File: src/rtl/wb_write_arbiter_pkg.sv
// Shared CPU definitions: register-file geometry and the writeback request payload.
// Also used by the register file and the hazard unit.
package wb_write_arbiter_pkg;

  localparam int unsigned REG_ADDR_W = 5;
  localparam int unsigned DATA_W     = 32;
  localparam int unsigned NUM_REGS   = 1 << REG_ADDR_W;

  localparam logic [REG_ADDR_W-1:0] REG_ZERO = REG_ADDR_W'(0);

  typedef struct packed {
    logic [REG_ADDR_W-1:0] rd;
    logic [DATA_W-1:0]     data;
  } wb_req_t;

endpackage

File: src/rtl/wb_result_fifo.sv
// Circular buffer holding long-latency results until a writeback slot is free.
// Push while full is accepted only when a pop happens in the same cycle.
module wb_result_fifo
  import wb_write_arbiter_pkg::*;
#(
  parameter  int unsigned DEPTH = 4,
  localparam int unsigned PTR_W = (DEPTH > 1) ? $clog2(DEPTH) : 1,
  localparam int unsigned CNT_W = $clog2(DEPTH + 1)
) (
  input  logic             clk,
  input  logic             rst_n,
  input  logic             push_i,
  input  logic             pop_i,
  input  wb_req_t          wdata_i,
  output wb_req_t          rdata_o,
  output logic             full_o,
  output logic             empty_o,
  output logic [CNT_W-1:0] count_o
);

  wb_req_t          mem_q [DEPTH];
  logic [PTR_W-1:0] wr_ptr_q, wr_ptr_d;
  logic [PTR_W-1:0] rd_ptr_q, rd_ptr_d;
  logic [CNT_W-1:0] cnt_q, cnt_d;
  logic             push_ok, pop_ok;

  assign full_o  = (cnt_q == CNT_W'(DEPTH));
  assign empty_o = (cnt_q == '0);
  assign count_o = cnt_q;
  assign rdata_o = mem_q[rd_ptr_q];

  // Pointers wrap naturally because DEPTH is a power of two
  always_comb begin
    pop_ok   = pop_i && !empty_o;
    push_ok  = push_i && (!full_o || pop_ok);
    wr_ptr_d = wr_ptr_q;
    rd_ptr_d = rd_ptr_q;
    if (push_ok) wr_ptr_d = wr_ptr_q + PTR_W'(1);
    if (pop_ok)  rd_ptr_d = rd_ptr_q + PTR_W'(1);
    cnt_d = cnt_q + CNT_W'(push_ok) - CNT_W'(pop_ok);
  end

  always_ff @(posedge clk or negedge rst_n) begin
    if (!rst_n) begin
      wr_ptr_q <= '0;
      rd_ptr_q <= '0;
      cnt_q    <= '0;
    end else begin
      wr_ptr_q <= wr_ptr_d;
      rd_ptr_q <= rd_ptr_d;
      cnt_q    <= cnt_d;
    end
  end

  always_ff @(posedge clk) begin
    if (push_ok) mem_q[wr_ptr_q] <= wdata_i;
  end

endmodule

File: src/rtl/wb_write_arbiter.sv
// Writeback port arbiter: pipeline writes always win, long-latency results are buffered
// and drained in idle slots; tracks outstanding long-latency destinations and starvation.
module wb_write_arbiter
  import wb_write_arbiter_pkg::*;
#(
  parameter int unsigned FIFO_DEPTH   = 4,
  parameter int unsigned STARVE_LIMIT = 8
) (
  input  logic                  Clk,
  input  logic                  Rst_n,
  input  logic                  pipe_wr_en,
  input  logic [REG_ADDR_W-1:0] pipe_wr_reg,
  input  logic [DATA_W-1:0]     pipe_wr_data,
  input  logic                  lu_valid,
  output logic                  lu_ready,
  input  logic [REG_ADDR_W-1:0] lu_reg,
  input  logic [DATA_W-1:0]     lu_data,
  input  logic                  lu_issue,
  input  logic [REG_ADDR_W-1:0] lu_issue_reg,
  output logic                  MEM_WB_RegWrite,
  output logic [REG_ADDR_W-1:0] MEM_WB_WriteRegister,
  output logic [DATA_W-1:0]     WB_WriteData,
  output logic [NUM_REGS-1:0]   pending,
  output logic                  stall_req
);

  localparam int unsigned CNT_W = $clog2(FIFO_DEPTH + 1);
  localparam int unsigned STV_W = $clog2(STARVE_LIMIT + 1);

  logic                  fifo_push, fifo_pop, fifo_full, fifo_empty;
  logic [CNT_W-1:0]      fifo_cnt;
  wb_req_t               fifo_head, lu_req, win;
  logic                  bypass, win_valid;

  logic                  we_q, we_d;
  logic [REG_ADDR_W-1:0] addr_q, addr_d;
  logic [DATA_W-1:0]     data_q, data_d;
  logic [NUM_REGS-1:0]   pending_q, pending_d;
  logic [STV_W-1:0]      starve_q, starve_d;
  logic                  stall_q, stall_d;

  assign lu_req = '{rd: lu_reg, data: lu_data};

  wb_result_fifo #(.DEPTH(FIFO_DEPTH)) u_fifo (
    .clk     (Clk),
    .rst_n   (Rst_n),
    .push_i  (fifo_push),
    .pop_i   (fifo_pop),
    .wdata_i (lu_req),
    .rdata_o (fifo_head),
    .full_o  (fifo_full),
    .empty_o (fifo_empty),
    .count_o (fifo_cnt)
  );

  // Source selection: pipeline, else FIFO head, else bypass of a fresh lu result
  always_comb begin
    fifo_pop  = !pipe_wr_en && !fifo_empty;
    bypass    = !pipe_wr_en && fifo_empty && lu_valid;
    lu_ready  = !fifo_full || fifo_pop;
    fifo_push = lu_valid && lu_ready && !bypass;
    win_valid = pipe_wr_en || fifo_pop || bypass;
    win       = '{rd: pipe_wr_reg, data: pipe_wr_data};
    if (!pipe_wr_en) win = fifo_empty ? lu_req : fifo_head;
  end

  always_comb begin
    we_d   = win_valid && (win.rd != REG_ZERO);
    addr_d = we_d ? win.rd   : addr_q;
    data_d = we_d ? win.data : data_q;

    // Clear on the write currently presented; a same-cycle issue re-sets the bit
    pending_d = '0;
    for (int unsigned r = 1; r < NUM_REGS; r++) begin
      pending_d[r] = (pending_q[r] && !(we_q && addr_q == REG_ADDR_W'(r)))
                   || (lu_issue && lu_issue_reg == REG_ADDR_W'(r));
    end

    starve_d = '0;
    if (fifo_cnt != '0 && pipe_wr_en) begin
      starve_d = (starve_q == STV_W'(STARVE_LIMIT)) ? starve_q : starve_q + STV_W'(1);
    end
    stall_d = (starve_d == STV_W'(STARVE_LIMIT));
  end

  always_ff @(posedge Clk or negedge Rst_n) begin
    if (!Rst_n) begin
      we_q      <= 1'b0;
      addr_q    <= '0;
      data_q    <= '0;
      pending_q <= '0;
      starve_q  <= '0;
      stall_q   <= 1'b0;
    end else begin
      we_q      <= we_d;
      addr_q    <= addr_d;
      data_q    <= data_d;
      pending_q <= pending_d;
      starve_q  <= starve_d;
      stall_q   <= stall_d;
    end
  end

  assign MEM_WB_RegWrite      = we_q;
  assign MEM_WB_WriteRegister = addr_q;
  assign WB_WriteData         = data_q;
  assign pending              = pending_q;
  assign stall_req            = stall_q;

endmodule
File: config.mk
export PLATFORM = sky130hd
export DESIGN_NAME = wb_write_arbiter
export DESIGN_NICKNAME = d
export VERILOG_FILES = /design/src/rtl/wb_write_arbiter_pkg.sv /design/src/rtl/wb_result_fifo.sv /design/src/rtl/wb_write_arbiter.sv
export SDC_FILE = /design/constraint.sdc
export NUM_CORES = 1
export LEC_CHECK = 0
export BUFFER_PORTS_ARGS = -buffer_cell sky130_fd_sc_hd__buf_2
export CELL_PAD_IN_SITES_DETAIL_PLACEMENT = 1
export CELL_PAD_IN_SITES_GLOBAL_PLACEMENT = 1
export CORE_ASPECT_RATIO = 1.25
export CORE_UTILIZATION = 50
export CTS_CLUSTER_DIAMETER = 120
export CTS_CLUSTER_SIZE = 40
export DETAILED_ROUTE_END_ITERATION = 8
export HOLD_SLACK_MARGIN = 0.05
export PLACE_DENSITY_LB_ADDON = 0.25
export SYNTH_ARGS = -nofsm -noshare
export SYNTH_HDL_FRONTEND = slang
export SYNTH_SLANG_ARGS = --single-unit
File: constraint.sdc
create_clock -name Clk -period 5.4 [get_ports Clk]
set_clock_uncertainty 0.1 [all_clocks]
set_input_delay 0.54 -clock Clk [delete_from_list [all_inputs] [get_ports Clk]]
set_output_delay 0.54 -clock Clk [all_outputs]
set_load 0.01 [all_outputs]
After elaboration in Yosys (flattened, before gate mapping) --
Memories as Yosys holds them, arrays and structs flattened. Index checks and enable logic that the tools add are counted.
Storage, ports and cells: bits in registers 81, logic and storage cells 261, input bits 84, RAM bits 148, memories 1
Operators by class: muxes and demuxes 6, $add $sub $neg 5, reductions and logical operators 175, equal/unequal tests 65
Memory list:
- u_fifo.mem_q | depth 4, width 37, rd ports 1, clocked after memory_dff 0, write ports 1, line wb_result_fifo.sv:21 | wb_req_t mem_q [DEPTH];
Operators with widths (number):
- == test 5 bit, second input constant | 32
- logical AND 1 bit | 102
- == test 5 x 4 -> 1 bit, second input constant | 16
- two-way mux 37 bit | 2
- == test 5 x 3 -> 1 bit, second input constant | 8
- logical NOT 1 bit | 35
- logical OR 1 bit | 35
- == test 5 x 2 -> 1 bit, second input constant | 4
- == test 5 x 1 -> 1 bit, second input constant | 2
- == test 4 bit, second input constant | 2
- two-way mux 4 bit | 2
- nonzero test 5 bit | 1
- adder 2 x 1 -> 2 bit, second input constant | 2
- adder 4 x 1 -> 4 bit, second input constant | 1
- adder 3 x 1 -> 3 bit | 1
- == test 3 bit, second input constant | 1
- logical NOT 3 bit | 1
- nonzero test 3 bit | 1
- subtractor 3 x 1 -> 3 bit | 1
- two-way mux 1 bit | 2

Longest topological paths before layout --
depth in word-level cells 9, depth in mapped cells 7, gate-level depth less buffers 7

Hierarchy --
From an unflattened synthesis, not the netlist that was laid out.
Unflattened totals: cell total of the unflattened synthesis 605, area total of the unflattened synthesis 9649.3 µm²
Modules (own cells, without submodules):
- wb_result_fifo | sequential area each 4619.4 µm², instances 1, cells each 228, area each 5775.5 µm²
- wb_write_arbiter | sequential area each 1851.8 µm², instances 1, cells each 377, area each 3873.7 µm²

Least setup slack after synthesis --
OpenSTA, ideal clock, no wires.
path kind input to register, start point in pipe_wr_en, end point mem u_fifo.mem_q[0][0] in the netlist's numbering (enable), setup time 0.398 ns, path buffers 1, stages on the path 4, arrival time 2.151 ns, slack 2.751 ns, cell sequence clkbuf_1 > xor2_1 > o31a_1 > and2_1
On the way: longest elaborated chain between the ends 8
Ends and longest elaborated chain:
- from (decl) | line wb_write_arbiter.sv:11 | input logic pipe_wr_en,
- logical NOT 1 bit *
- logical AND 1 bit (on tied branches) | line wb_write_arbiter.sv:58, wb_write_arbiter.sv:59
- logical OR 1 bit or logical AND 1 bit (tied branches) | line wb_write_arbiter.sv:60, wb_write_arbiter.sv:59
- logical AND 1 bit or logical NOT 1 bit (tied branches) | line wb_write_arbiter.sv:61 | fifo_push = lu_valid && lu_ready && !bypass;
- logical AND 1 bit | line wb_write_arbiter.sv:61
- logical AND 1 bit * | line wb_result_fifo.sv:35 | push_ok = push_i && (!full_o || pop_ok);
- named net u_fifo.push_ok | line wb_result_fifo.sv:25 | logic push_ok, pop_ok;
- two-way mux 1 bit * | line wb_result_fifo.sv:56 | if (push_ok) mem_q[wr_ptr_q] <= wdata_i;
- two-way mux 1 bit (implied by the code) * | line wb_result_fifo.sv:56
- to (decl) | line wb_result_fifo.sv:21
The timed path passes the listed nets; every way through them passes the cells marked *.

Worst setup path after layout --
start point reg u_fifo.rd_ptr_q[0], end point reg data_q[26] (netlist: WB_WriteData[26])
On the way: longest elaborated chain between the ends 5
Ends and longest elaborated chain:
- from (decl) | line wb_result_fifo.sv:23 | logic [PTR_W-1:0] rd_ptr_q, rd_ptr_d;
- from (signal assigned) | line wb_result_fifo.sv:50 | rd_ptr_q <= rd_ptr_d;
- memory (4 x 37 bit) *
- two-way mux 37 bit * (2 in series) | line wb_write_arbiter.sv:64 | if (!pipe_wr_en) win = fifo_empty ? lu_req : fifo_head;
- nonzero test 5 bit | line wb_write_arbiter.sv:68 | we_d = win_valid && (win.rd != REG_ZERO);
- logical AND 1 bit | line wb_write_arbiter.sv:68
- to (signal assigned) | line wb_write_arbiter.sv:97 | data_q <= data_d;
- to (decl) | line wb_write_arbiter.sv:37 | logic [DATA_W-1:0] data_q, data_d;
Every way passes the cells marked *; elsewhere a longest branch is shown, timed or not. A chain may end at the register's enable or synchronous reset.

==> flow_summary_export.csv <==
group,metric,value,unit
status,status,"completed",
drt,route.vias.total,5664,
sta,max_clock_freq,302.0,MHz
logic_synthesis,synth_seq_cells,229,
worst_setup_path,reg2regPathDepth,5,
finish,seqCellArea,6474,sq um
global_routing,grt-ovfl-total,0,
finish,diodes,0,
drt,antenna_left,0,
worst_setup_path,crit_path_end_kind,"flop",
clock_tree,clockBufferDepth,3,
floorplan,core-area,18850,sq um
sta,period_share,0.6131,
clock_tree,cts_tree,"yes",
run,maxCapViolCount,0,
floorplan,initial_core_util,0.5113,
placed_design,io_buffers,154,
finish,multi_input_area,2993,sq um
floorplan,die_area,19840,sq um
sta,timing.final.max_slew_violations,0,
logic_synthesis,synth_edf_count,148,
floorplan,die_w,126.2,um
worst_setup_path,path_class,"reg2reg",
logic_synthesis,synth_area_per_cell,16.03,sq um
sta,setup_violations,0,
sta,hold_viol_final,0,
worst_setup_path,crit_arrival,3.58,ns
logic_synthesis,ys_types,43,
drt,wl_per_cell,22.43,um
logic_synthesis,synth-seq-area-share,0.6715,
floorplan,die_h,157.2,um
global_routing,first_global_vias,6290,
placed_design,hpwl,15210,um
global_routing,grt_pass1_wl,34510,um
clock_tree,post_cts_buffers,0,
worst_setup_path,cp.required,5.67,ns
clock_tree,cts.repair.resized,0,
global_routing,grt_start_max_net_pins,82,
drt,firstDrtPassIters,5,
finish,drive_gt1_frac,0.3383,
power,peakVddDrop,0.0003157,V
clock_tree,postCtsHoldBufs,0,
logic_synthesis,syn_area,9637,sq um
drt,post_drt_via_cell_ratio,5.797,
clock_tree,worstSkewPairLatency,0.48,ns
clock_tree,cts_max_level,1,
sta,relSlewSlack,0.2763,
floorplan,ios,156,
sta,period_minus_slack,3.311,ns
drt,drt_iter0_drc,370,
placed_design,dp.cells,964,
floorplan,rows,56,
clock_tree,cts_made_buffers,9,
placed_design,gp_congestion,0.8579,
drt,drc,0,
logic_synthesis,synthArstFlopShare,0.3537,
clock_tree,cts_root_buf,"clkbuf_16",
sta,tns,0,ns
global_routing,grtUsageTotal,0.2276,
drt,wl,21920,um
logic_synthesis,synth_nets,694,
finish,area_growth,12.59,%
worst_setup_path,critPathLaunchType,"flop",
clock_tree,cts.sink_count,229,
finish,stdcell_count,977,
worst_setup_path,crit_fanout,26,
logic_synthesis,yosys_most_used_dff,"edfxtp_1",
sta,rsz0062_at_grt,"false",
logic_synthesis,ys_warn_count,0,
worst_hold_path,hp-class,"in2async",
clock_tree,clkTransAtPathRegs,0.15,ns
power,finalPower,5.447,mW
power,power_density,502.0,nW/um^2
sta,worst_slew_pin_slew,1.085,ns
global_routing,antenna_found_initial,1,
finish,num-fill-cells,1832,
logic_synthesis,synthCells,601,
finish,final_nets,836,
power,p_leak,4.425,nW
## layer usage
metal,up-vias,track usage,wire length (um)
met5,-,0,8
met1,2900,0.2774,8439
met3,30,0.02515,1017
li1,2552,-,-
met2,180,0.4338,12080
met4,2,0.04934,368
## worst max-delay path, cell delays in order (launching register included)
cell and delay (ns):
dfrtp_2 0.94, mux4_1 0.74, nor4_4 0.39, a22oi_4 0.31, buf_4 0.37, mux2_4 0.34
## synthesized netlist by cell type (4+ instances only)
library cell  number  share of area
mux2i_1           34          0.035
ha_1               8          0.010
clkbuf_1          15         0.0058
nand3b_1           4         0.0031
nand2_1           47          0.018
and3_1             4         0.0026
xnor2_1            4         0.0036
nand2b_1           9         0.0058
o21ai_0           98          0.051
nand3_1            6         0.0031
buf_2              5         0.0026
edfxtp_1         148           0.46
mux4_2            36          0.084
dfrtp_1           81           0.21
and2_1             4         0.0026
or2_2              4         0.0026
mux2_2             8         0.0093
mux2_4            27          0.042
nor2_1             7         0.0027
buf_6              4         0.0047
nand4b_1           4         0.0036
xor2_1             4         0.0036
inv_1             10         0.0039
## final timing paths
check                                    from            endpoint  slack, ns
max                        u_fifo.rd_ptr_q[0]    WB_WriteData[26]       2.09
min                                     Rst_n         pending[18]       0.12
max reg2reg                u_fifo.rd_ptr_q[0]    WB_WriteData[26]       2.09
min reg2reg                  WB_WriteData[14]    WB_WriteData[14]       0.41
max in group asynchronous               Rst_n  u_fifo.rd_ptr_q[1]       4.37
min in group Clk                   lu_data[6]  u_fifo.mem_q[3][6]       0.19
## cell usage in the layout, fill, tap and decap left out, types with 2 or more instances in the layout
master / n
buf_2: 153
edfxtp_1: 148
o21ai_0: 98
dfrtp_1: 79
nand2_1: 47
mux4_2: 36
mux2i_1: 34
mux2_4: 27
inv_1: 10
nand2b_1: 9
clkbuf_16: 9
mux2_2: 8
ha_1: 8
nor2_1: 7
nand3_1: 6
buf_4: 5
nand3b_1: 4
xnor2_1: 4
and3_1: 4
xor2_1: 4
and2_2: 4
or2_2: 4
nand4b_1: 4
a21oi_1: 3
nor2b_1: 3
nand4_1: 3
clkbuf_1: 3
nor3_1: 2
o41ai_1: 2
o221ai_1: 2
dfrtp_2: 2
## registers in the layout (all words and copies together) (netlist names)
| register | cells |
|---|---|
| MEM_WB_RegWrite | 1 |
| MEM_WB_WriteRegister | 5 |
| WB_WriteData | 32 |
| pending | 31 |
| stall_req | 1 |
| starve_q | 4 |
| u_fifo.count_o | 3 |
| u_fifo.mem_q | 148 |
| u_fifo.rd_ptr_q | 2 |
| u_fifo.wr_ptr_q | 2 |
## where the power goes
group / switching, mW / internal [mW]
combinational: 0.960 / 0.911
sequential: 0.369 / 2.39
clock: 0.500 / 0.319
## layout make-up
| cell class | instances | area share |
|---|---|---|
| Clock inverter | 1 | 0.001499 |
| Sequential cell | 229 | 0.5966 |
| Clock buffer | 12 | 0.02179 |
| Multi-Input combinational cell | 335 | 0.2758 |
| Tap cell | 232 | 0.02675 |
| Timing Repair Buffer | 158 | 0.07403 |
| Inverter | 10 | 0.003459 |
## metrics by stage
step / util / setup WS, ns / instance area [sq um] / hold slack [ns]
2_1_floorplan: - / 2.751 / 9637 / 0.1444
3_3_place_gp: 0.5623 / 1.936 / 10600 / 0.3819
3_5_place_dp: 0.5623 / 1.772 / 10600 / 0.3907
4_1_cts: 0.5757 / 2.018 / 10850 / 0.1712
5_1_grt: 0.5757 / 1.843 / 10850 / 0.1785
6_report: 0.5757 / 2.089 / 10850 / 0.1164
## kinds of logic (layout without fill, tap and decap cells)
| family | after synthesis | after routing | share of synthesized area |
|---|---|---|---|
| other | 1 | 1 | 0.0003891 |
| xor gates and xnor gates | 8 | 8 | 0.007270 |
| AOI/OAI and AO/OA | 111 | 111 | 0.06297 |
| and+or+nand+nor | 100 | 100 | 0.05323 |
| muxes | 106 | 106 | 0.1736 |
| buffers and inverters | 37 | 181 | 0.01857 |
| DFF | 229 | 229 | 0.6715 |
| adders and majority gates | 9 | 9 | 0.01246 |
No activity file was read; power rests on OpenSTA's default activity.
